**config.mk**
```make
export PLATFORM = sky130hd
export DESIGN_NAME = div64_arbiter
export DESIGN_NICKNAME = d
export VERILOG_FILES = /design/src/rtl/div64_arbiter.sv
export SDC_FILE = /design/constraint.sdc
export NUM_CORES = 1
export LEC_CHECK = 0
export CAP_MARGIN = 40
export CORE_AREA = 10 10 344 346
export CTS_CLUSTER_SIZE = 28
export DETAILED_ROUTE_END_ITERATION = 12
export DIE_AREA = 0 0 354 356
export GPL_ROUTABILITY_DRIVEN = 1
export PLACE_DENSITY_LB_ADDON = 0.15
export SLEW_MARGIN = 0
export SYNTH_ARGS = -nofsm -noshare
export SYNTH_HDL_FRONTEND = slang
export SYNTH_SLANG_ARGS = --single-unit
export TNS_END_PERCENT = 10
```
**constraint.sdc**
```tcl
create_clock -name clock -period 6.6 [get_ports clock]
set_input_delay 1.32 -clock clock [delete_from_list [all_inputs] [get_ports clock]]
set_output_delay 1.32 -clock clock [all_outputs]
set_load 0.05 [all_outputs]
```
**src/rtl/div64_arbiter.sv**
```systemverilog
// div64_arbiter: round-robin arbiter and sequencer that shares a single
// 64-bit unsigned divider wrapper among NUM_REQ requesters. Divide-by-zero
// is resolved locally. A watchdog aborts divisions that never complete.
module div64_arbiter #(
  parameter int NUM_REQ = 4,
  parameter int TIMEOUT = 1023
) (
  input  logic                      clock,
  input  logic                      resetn,
  input  logic [NUM_REQ-1:0]        req_valid,
  output logic [NUM_REQ-1:0]        req_ready,
  input  logic [64*NUM_REQ-1:0]     req_a,
  input  logic [64*NUM_REQ-1:0]     req_b,
  output logic [NUM_REQ-1:0]        rsp_valid,
  output logic [63:0]               rsp_quotient,
  output logic [63:0]               rsp_remainder,
  output logic                      rsp_dbz,
  output logic                      rsp_timeout,
  output logic                      busy,
  output logic                      div_start,
  output logic [63:0]               div_a,
  output logic [63:0]               div_b,
  input  logic                      div_valid,
  input  logic [63:0]               div_quotient,
  input  logic [63:0]               div_remainder
);

  localparam int DATA_W = 64;
  localparam int IDX_W  = (NUM_REQ > 1) ? $clog2(NUM_REQ) : 1;
  localparam int WD_W   = $clog2(TIMEOUT + 1);

  typedef enum logic [1:0] {
    S_IDLE    = 2'd0,
    S_ISSUE   = 2'd1,
    S_RELEASE = 2'd2,
    S_RESP    = 2'd3
  } state_t;

  state_t state_q, state_d;

  // Control and result registers
  logic [IDX_W-1:0]  rr_ptr_q;
  logic [IDX_W-1:0]  grant_q;
  logic [WD_W-1:0]   wd_q;
  logic              dbz_q;
  logic              to_q;
  logic [DATA_W-1:0] a_q;
  logic [DATA_W-1:0] b_q;
  logic [DATA_W-1:0] quot_q;
  logic [DATA_W-1:0] rem_q;

  // Per-requester operand views of the packed request buses
  logic [DATA_W-1:0] a_arr [NUM_REQ];
  logic [DATA_W-1:0] b_arr [NUM_REQ];

  for (genvar g = 0; g < NUM_REQ; g++) begin : g_unpack
    assign a_arr[g] = req_a[DATA_W*g +: DATA_W];
    assign b_arr[g] = req_b[DATA_W*g +: DATA_W];
  end

  // Arbitration results
  logic             win_found;
  logic [IDX_W-1:0] win_idx;
  logic [IDX_W:0]   sum_w;
  logic [IDX_W-1:0] cand;
  logic             accept;
  logic             win_b_zero;
  logic             timeout_hit;

  function automatic logic [NUM_REQ-1:0] onehot(input logic [IDX_W-1:0] idx);
    logic [NUM_REQ-1:0] v;
    v      = '0;
    v[idx] = 1'b1;
    return v;
  endfunction

  // Round-robin search: first pending requester at or above rr_ptr, wrapping
  always_comb begin
    win_found = 1'b0;
    win_idx   = '0;
    sum_w     = '0;
    cand      = '0;
    for (int off = 0; off < NUM_REQ; off++) begin
      sum_w = {1'b0, rr_ptr_q} + {1'b0, IDX_W'(off)};
      if (sum_w >= (IDX_W+1)'(NUM_REQ)) begin
        sum_w = sum_w - (IDX_W+1)'(NUM_REQ);
      end
      cand = IDX_W'(sum_w);
      if (!win_found && req_valid[cand]) begin
        win_found = 1'b1;
        win_idx   = cand;
      end
    end
  end

  // An accept is only possible from IDLE and never while reset is applied
  assign accept      = resetn && (state_q == S_IDLE) && win_found;
  assign win_b_zero  = (b_arr[win_idx] == '0);
  assign timeout_hit = (wd_q == WD_W'(TIMEOUT - 1));

  // State register
  always_ff @(posedge clock) begin
    if (!resetn) begin
      state_q <= S_IDLE;
    end else begin
      state_q <= state_d;
    end
  end

  // Next-state logic; a divide result wins over a simultaneous watchdog expiry
  always_comb begin
    state_d = state_q;
    case (state_q)
      S_IDLE: begin
        if (accept) begin
          state_d = win_b_zero ? S_RESP : S_ISSUE;
        end
      end
      S_ISSUE: begin
        if (div_valid || timeout_hit) begin
          state_d = S_RELEASE;
        end
      end
      S_RELEASE: state_d = S_RESP;
      S_RESP:    state_d = S_IDLE;
      default:   state_d = S_IDLE;
    endcase
  end

  // Output decode from the current state
  always_comb begin
    req_ready   = '0;
    rsp_valid   = '0;
    rsp_dbz     = 1'b0;
    rsp_timeout = 1'b0;
    busy        = (state_q != S_IDLE);
    div_start   = (state_q == S_ISSUE);
    if (accept) begin
      req_ready = onehot(win_idx);
    end
    if (state_q == S_RESP) begin
      rsp_valid   = onehot(grant_q);
      rsp_dbz     = dbz_q;
      rsp_timeout = to_q;
    end
  end

  assign rsp_quotient  = quot_q;
  assign rsp_remainder = rem_q;
  assign div_a         = a_q;
  assign div_b         = b_q;

  // Operand latch, result capture, watchdog and round-robin pointer update
  always_ff @(posedge clock) begin
    if (!resetn) begin
      rr_ptr_q <= '0;
      grant_q  <= '0;
      wd_q     <= '0;
      dbz_q    <= 1'b0;
      to_q     <= 1'b0;
      a_q      <= '0;
      b_q      <= '0;
      quot_q   <= '0;
      rem_q    <= '0;
    end else begin
      case (state_q)
        S_IDLE: begin
          wd_q <= '0;
          if (accept) begin
            a_q     <= a_arr[win_idx];
            b_q     <= b_arr[win_idx];
            grant_q <= win_idx;
            if (win_b_zero) begin
              quot_q <= '1;
              rem_q  <= a_arr[win_idx];
              dbz_q  <= 1'b1;
            end
          end
        end
        S_ISSUE: begin
          if (div_valid) begin
            quot_q <= div_quotient;
            rem_q  <= div_remainder;
          end else if (timeout_hit) begin
            quot_q <= '0;
            rem_q  <= '0;
            to_q   <= 1'b1;
          end else begin
            wd_q <= wd_q + WD_W'(1);
          end
        end
        S_RELEASE: begin
          wd_q <= '0;
        end
        S_RESP: begin
          rr_ptr_q <= (grant_q == IDX_W'(NUM_REQ - 1)) ? '0 : grant_q + IDX_W'(1);
          dbz_q    <= 1'b0;
          to_q     <= 1'b0;
        end
        default: begin
          wd_q <= '0;
        end
      endcase
    end
  end

endmodule
```
==> results.py, run 1 <==
metrics = {
    "sta": {
        "hold_ws_ns": 0.461,
        "relSlewSlack": 0.430,
        "fin_crit_ns": 5.50,
        "finalHoldViolations": 0,
        "timing.final.crit_share": 0.833,
        "max_slew.worst_pin.slew_ns": 0.855,
        "max_clock_freq_ghz": 0.182,
        "fin_tns_setup_ns": 0,
        "slew_violations": 0,
        "setup_viol": 0,
        "rsz0062_at_grt": "no",
        "skew_ns": 0.0361,
    },
    "clock_tree": {
        "cts_tree": "built",
        "cts_htree_levels": 2,
        "clk-insertion-delay-late_ns": 0.60,
        "clk_pin_slew_ns": 0.06,
        "cts_root_buf": "clkbuf_16",
        "clock_sinks": 274,
        "clk_path_buf_depth": 3,
        "ctsResizeCount": 0,
        "cts_hold_buf": 0,
        "numCtsBuffers": 39,
        "cts_setup_buffers": 0,
    },
    "synth": {
        "syn_inst": 2187,
        "synthArstFlopShare": 0,
        "synth_top_family_by_area": "simple AND/OR/NAND/NOR gates",
        "synth_xor_area_frac": 0.00330,
        "synth_edf_count": 0,
        "yosys.area_share.simple": 0.343,
        "yosysTopAreaCellShare": 0.344,
        "yosys-top-cells-count": "nand2_1 (500), nand3_1 (384), dfxtp_1 (274), o21ai_0 (184), and2_1 (174)",
        "yosysSeqAreaShare": 0.344,
        "synthTopCellsByArea": "dfxtp_1 (34%), nand3_1 (12%), nand2_1 (12%)",
        "yosysWarnings": 0,
        "ys_ff_latch": 274,
        "yosysMostFrequentCell": "nand2_1",
        "avgSynthCellArea_um2": 7.29,
        "ys_types": 46,
        "syn-num-nets": 2844,
        "synth_compound_gate_area_share": 0.239,
        "synth_top_area_cell": "dfxtp_1",
        "synth.cell_area_um2": 15900,
        "synth_flop_cell": "dfxtp_1",
        "synth-adder-area-share": 0.00785,
        "synth.mux.area_fraction": 0.00126,
    },
    "pwr": {
        "vdd_ir_drop_max_mv": 0.166,
        "switching_share": 0.484,
        "switching_power_w": 0.00487,
        "pwr-share-seq": 0.232,
        "cellPowerDensity_nw_per_um2": 359,
        "comb_power_share": 0.556,
        "power.clock.fraction": 0.213,
        "internal_power_w": 0.00519,
        "power.leakage_nw": 10.0,
    },
    "final_layout": {
        "syn_to_final_growth_pct": 75.9,
        "drive_above_1_share": 0.0455,
        "num-nets-final": 3619,
        "final_area_um2": 28000,
    },
    "route": {
        "ant_nets": 0,
        "wl_per_cell_um": 25.0,
        "wirelength_mm": 112,
        "drt_pre_antenna_iters": 7,
        "drc": 0,
        "drt-initial-drc-count": 1216,
        "vias_per_cell": 4.29,
        "vias": 19300,
    },
    "grt": {
        "grt_max_degree": 101,
        "track_usage": 0.168,
        "antenna_found_initial": 19,
        "grt_remaining_overflow": 0,
        "grt_pass1_vias": 19500,
        "grt_pass1_wl_mm": 155,
    },
    "job": {
        "drv_cap": 0,
    },
    "setup_path": {
        "critPathKind": "in -> reg",
        "reg2reg_depth": 13,
        "cp_max_fo": 40,
        "start_kind": "input port",
        "cp_data_arrival_time_ns": 6.01,
        "crit_path_end_kind": "register",
        "cp.required_ns": 7.11,
    },
    "placement": {
        "placed_cell_area_um2": 26800,
        "place.gp.congestion": 0.849,
        "place_hpwl_mm": 87.1,
        "portBuffers": 914,
    },
    "hold_path": {
        "holdPathStages": 2,
        "min_path_type": "reg -> reg",
    },
    "die": {
        "io_pins": 915,
        "dieArea_um2": 126000,
        "start_util": 0.143,
        "rows": 123,
        "die_w_um": 354,
        "die_y_um": 356,
        "core_um2": 112000,
    },
    "run_status": {
        "outcome": "completed",
    },
}
==> cells in the final DEF (no fill, tap or decap), types with 3 or more instances in the layout <==
master and instances:
nand3_1 384, o221a_1 124, buf_12 15, inv_1 6, o211ai_1 64, a21oi_1 5
o21ai_0 184, a21boi_0 30, nor2_1 12, nand2_1 499, or3_1 3, clkbuf_1 9
nor3_1 4, dfxtp_1 274, o31ai_1 8, a211oi_1 17, a31oi_1 28, nor2b_1 36
and3_1 18, buf_16 4, clkdlybuf4s50_1 908, o221a_2 4, xor2_1 6, o22ai_1 4
ha_1 9, clkinv_2 8, buf_4 32, clkbuf_8 9, clkbuf_16 40, diode_2 8
and2_1 173, nand4_1 9, a22oi_1 28
==> power by group through the flow <==
| stage | Sequential [W] | Combinational, W | Clock, W |
|---|---|---|---|
| after floorplan | 0.00365 | 0.00194 | 0 |
| after global placement | 0.00236 | 0.00568 | 0 |
| after detailed placement | 0.00236 | 0.00568 | 0 |
| after CTS | 0.00233 | 0.00570 | 0.00226 |
| after global routing | 0.00238 | 0.00598 | 0.00230 |
| final | 0.00233 | 0.00559 | 0.00214 |
==> kinds of logic after synthesis <==
| group | Yosys count |
|---|---|
| compound gates | 511 |
| xor+xnor | 6 |
| fa+ha+maj | 10 |
| buf+inv | 233 |
| flops | 274 |
| mux | 2 |
| simple gates | 1151 |
==> sequential cells by signal (all words and copies together) (netlist names), 2 cells and up <==
signal / count
div_b: 64
div_a: 64
wd_q: 10
rsp_quotient: 64
rr_ptr_q: 2
rsp_remainder: 64
grant_q: 2
state_q: 2
==> per-stage QoR <==
step / power (W) / util / instances / worst slack (ns)
6_report: 0.0101 / 0.251 / 4498 / 1.10
5_1_grt: 0.0107 / 0.251 / 4497 / 0.778
4_1_cts: 0.0103 / 0.251 / 4490 / 1.02
3_5_place_dp: 0.00805 / 0.240 / 4421 / 0.437
3_3_place_gp: 0.00804 / 0.239 / 4417 / 0.526
2_1_floorplan: 0.00559 / - / 2187 / 1.50
==> path summary, 6_finish.rpt <==
check / startpoint / end / slack (ns)
setup / recovery: req_valid[1] / rsp_remainder[8] / 1.10
hold reg to reg: div_b[29] / div_b[29] / 0.46
setup reg to reg: rr_ptr_q[0] / rsp_remainder[8] / 2.20
hold / removal: div_b[29] / div_b[29] / 0.46
==> per-layer routing <==
layer | track usage | vias to the layer above | routed length [µm]
li1 | - | 9336 | -
met1 | 0.196 | 9173 | 45900
met2 | 0.294 | 691 | 55700
met3 | 0.0554 | 96 | 8610
met4 | 0.0385 | 20 | 1890
met5 | 0 | - | 125
==> worst max-delay path: stages <==
cell and delay (ns):
clkdlybuf4s50_1 0.62, nor2b_1 0.41, nor2_1 0.18, o221a_4 0.49
buf_12 0.26, a211oi_1 0.34, o22ai_1 0.19, or4_4 0.55
nor4_4 0.46, a31oi_4 0.16, nor2b_4 0.17, buf_12 0.19
buf_4 0.33, o221a_1 0.23
==> cell type report <==
type / instances / area, µm²
Antenna cell: 8 / 20.0
Clock buffer: 57 / 1140
Clock inverter: 12 / 103
Fill cell: 12400 / 83500
Inverter: 6 / 22.5
Multi-Input combinational cell: 1680 / 9620
Sequential cell: 274 / 5490
Tap cell: 1500 / 1880
Timing Repair Buffer: 961 / 9760
Power figures use the tool's default switching activity.
==> run 2: changes to the inputs <==
==> constraint.sdc (replaced) <==
create_clock -name clock -period 5.57 [get_ports clock]
set_input_delay 1.114 -clock clock [delete_from_list [all_inputs] [get_ports clock]]
set_output_delay 1.114 -clock clock [all_outputs]
set_load 0.05 [all_outputs]
==> run 2 against run 1 <==
  * Die area is the same
  * Clock skew shrank 0.0099 ns
  * Worst hold slack gained 0.00087 ns
  * Clock-buffer cell count shrank 6
  * Sequential power grew 18%
  * Clock power grew 29%
  * Via count grew 0.76%
  * Global-route usage shrank 0.19 points
  * First-iteration DRC count grew 1.6%
  * Wire length shrank 1.5%
==> results.py, run 2 (synthesis results as in run 1) <==
metrics = {
    "run_status": {
        "outcome": "completed",
    },
    "route": {
        "ant_nets": 0,
        "drc": 0,
        "wl_per_cell_um": 24.3,
        "drt_pre_antenna_iters": 5,
        "drt-initial-drc-count": 1236,
        "vias": 19500,
        "vias_per_cell": 4.28,
        "wirelength_mm": 110,
    },
    "sta": {
        "fin_crit_ns": 4.87,
        "setup_viol": 0,
        "relSlewSlack": 0.429,
        "finalHoldViolations": 0,
        "max_clock_freq_ghz": 0.205,
        "rsz0062_at_grt": "no",
        "slew_violations": 0,
        "skew_ns": 0.0262,
        "max_slew.worst_pin.slew_ns": 0.856,
        "timing.final.crit_share": 0.874,
        "fin_tns_setup_ns": 0,
    },
    "clock_tree": {
        "cts_setup_buffers": 0,
        "cts_root_buf": "clkbuf_16",
        "clk_path_buf_depth": 3,
        "cts_htree_levels": 2,
        "clk_pin_slew_ns": 0.05,
        "cts_hold_buf": 0,
        "numCtsBuffers": 41,
        "clk-insertion-delay-late_ns": 0.60,
        "ctsResizeCount": 0,
        "cts_tree": "built",
        "clock_sinks": 274,
    },
    "placement": {
        "place_hpwl_mm": 87.0,
        "place.gp.congestion": 0.889,
        "portBuffers": 914,
    },
    "job": {
        "drv_cap": 0,
    },
    "hold_path": {
        "min_path_type": "reg -> reg",
    },
    "die": {
        "die_w_um": 354,
        "dieArea_um2": 126000,
        "io_pins": 915,
        "start_util": 0.143,
        "core_um2": 112000,
        "rows": 123,
        "die_y_um": 356,
    },
    "final_layout": {
        "mostFrequentLayoutCells": "clkdlybuf4s50_1 (908), nand2_1 (499), nand3_1 (384)",
        "final_util": 0.256,
        "drive_above_1_share": 0.0585,
        "syn_to_final_growth_pct": 79.0,
        "final_common_cell": "clkdlybuf4s50_1",
        "num-nets-final": 3652,
    },
    "setup_path": {
        "cp_max_fo": 39,
        "critPathKind": "in -> reg",
        "cp_data_arrival_time_ns": 5.34,
        "start_kind": "input port",
        "cp.required_ns": 6.04,
        "crit_path_end_kind": "register",
    },
    "grt": {
        "grt.busiest_layer": "met2",
        "grt_max_degree": 146,
        "grt_pass1_wl_mm": 154,
        "grtUsageMet2": 0.280,
        "grt_remaining_overflow": 0,
        "antenna_found_initial": 30,
        "track_usage": 0.166,
        "grt_use_met3": 0.0633,
        "grt_pass1_vias": 19800,
        "grtUsageMet1": 0.186,
    },
    "pwr": {
        "cellPowerDensity_nw_per_um2": 428,
        "vdd_ir_drop_max_mv": 0.278,
        "power.leakage_nw": 10.3,
    },
}
[run 2: changes by cell type in the layout (fill, tap and decap cells not counted), moves of 3 or more]
cell and delta:
bufinv_16 +4, clkbuf_1 -5, buf_4 +23, buf_12 +8, clkinv_2 +4, clkbuf_8 -3, diode_2 +8
[run 2: report_power, final]
| part | switching [W] | total (W) | internal (W) |
|---|---|---|---|
| registers | 0.000305 | 0.00276 | 0.00245 |
| clock network | 0.00109 | 0.00277 | 0.00168 |
| logic | 0.00436 | 0.00667 | 0.00231 |
| total | 0.00576 | 0.0122 | 0.00644 |
[run 2: path summary, 6_finish.rpt]
kind,from,to,slack [ns],cells after the start
setup / recovery,req_valid[0],rsp_remainder[2],0.70,14
hold / removal,div_b[55],div_b[55],0.46,2
hold reg to reg,div_b[55],div_b[55],0.46,2
setup reg to reg,rr_ptr_q[1],rsp_remainder[2],1.40,14
[run 2: area by class of cell]
| cell class | instances | area, µm² |
|---|---|---|
| fill | 12200 | 83000 |
| timing repair buffer | 992 | 10100 |
| multi-input combinational | 1680 | 9620 |
| sequential | 274 | 5490 |
| tap | 1500 | 1880 |
| clock buffer | 51 | 1130 |
| clock inverter | 23 | 279 |
| antenna | 16 | 40.0 |
| inverter | 6 | 22.5 |
[run 2: metrics by stage]
stage	hold WS [ns]	area (µm²)	power (W)	cells	setup slack [ns]
5_1_grt	0.480	28500	0.0130	4540	0.525
4_1_cts	0.465	28500	0.0125	4526	0.676
3_3_place_gp	0.455	27000	0.00961	4447	0.0532
2_1_floorplan	0.454	15900	0.00662	2187	0.885
6_report	0.462	28500	0.0122	4542	0.700
3_5_place_dp	0.458	27100	0.00959	4452	0.0593
[run 2: critical path, cell delays in order]
cell and delay (ns):
clkdlybuf4s50_1 0.52, nor2b_1 0.36, nor2_1 0.19, o221a_4 0.47, buf_4 0.26, a211oi_1 0.32, o22ai_1 0.17, or4_4 0.56
nor4_4 0.28, buf_4 0.18, a31oi_4 0.10, buf_4 0.27, buf_12 0.21, o221a_2 0.25
[run 2: metal layers]
layer  wire length (µm)  share of wire
met3               9670          0.088
met4               3690          0.033
met1              43300           0.39
met2              53600           0.48
met5                197         0.0018
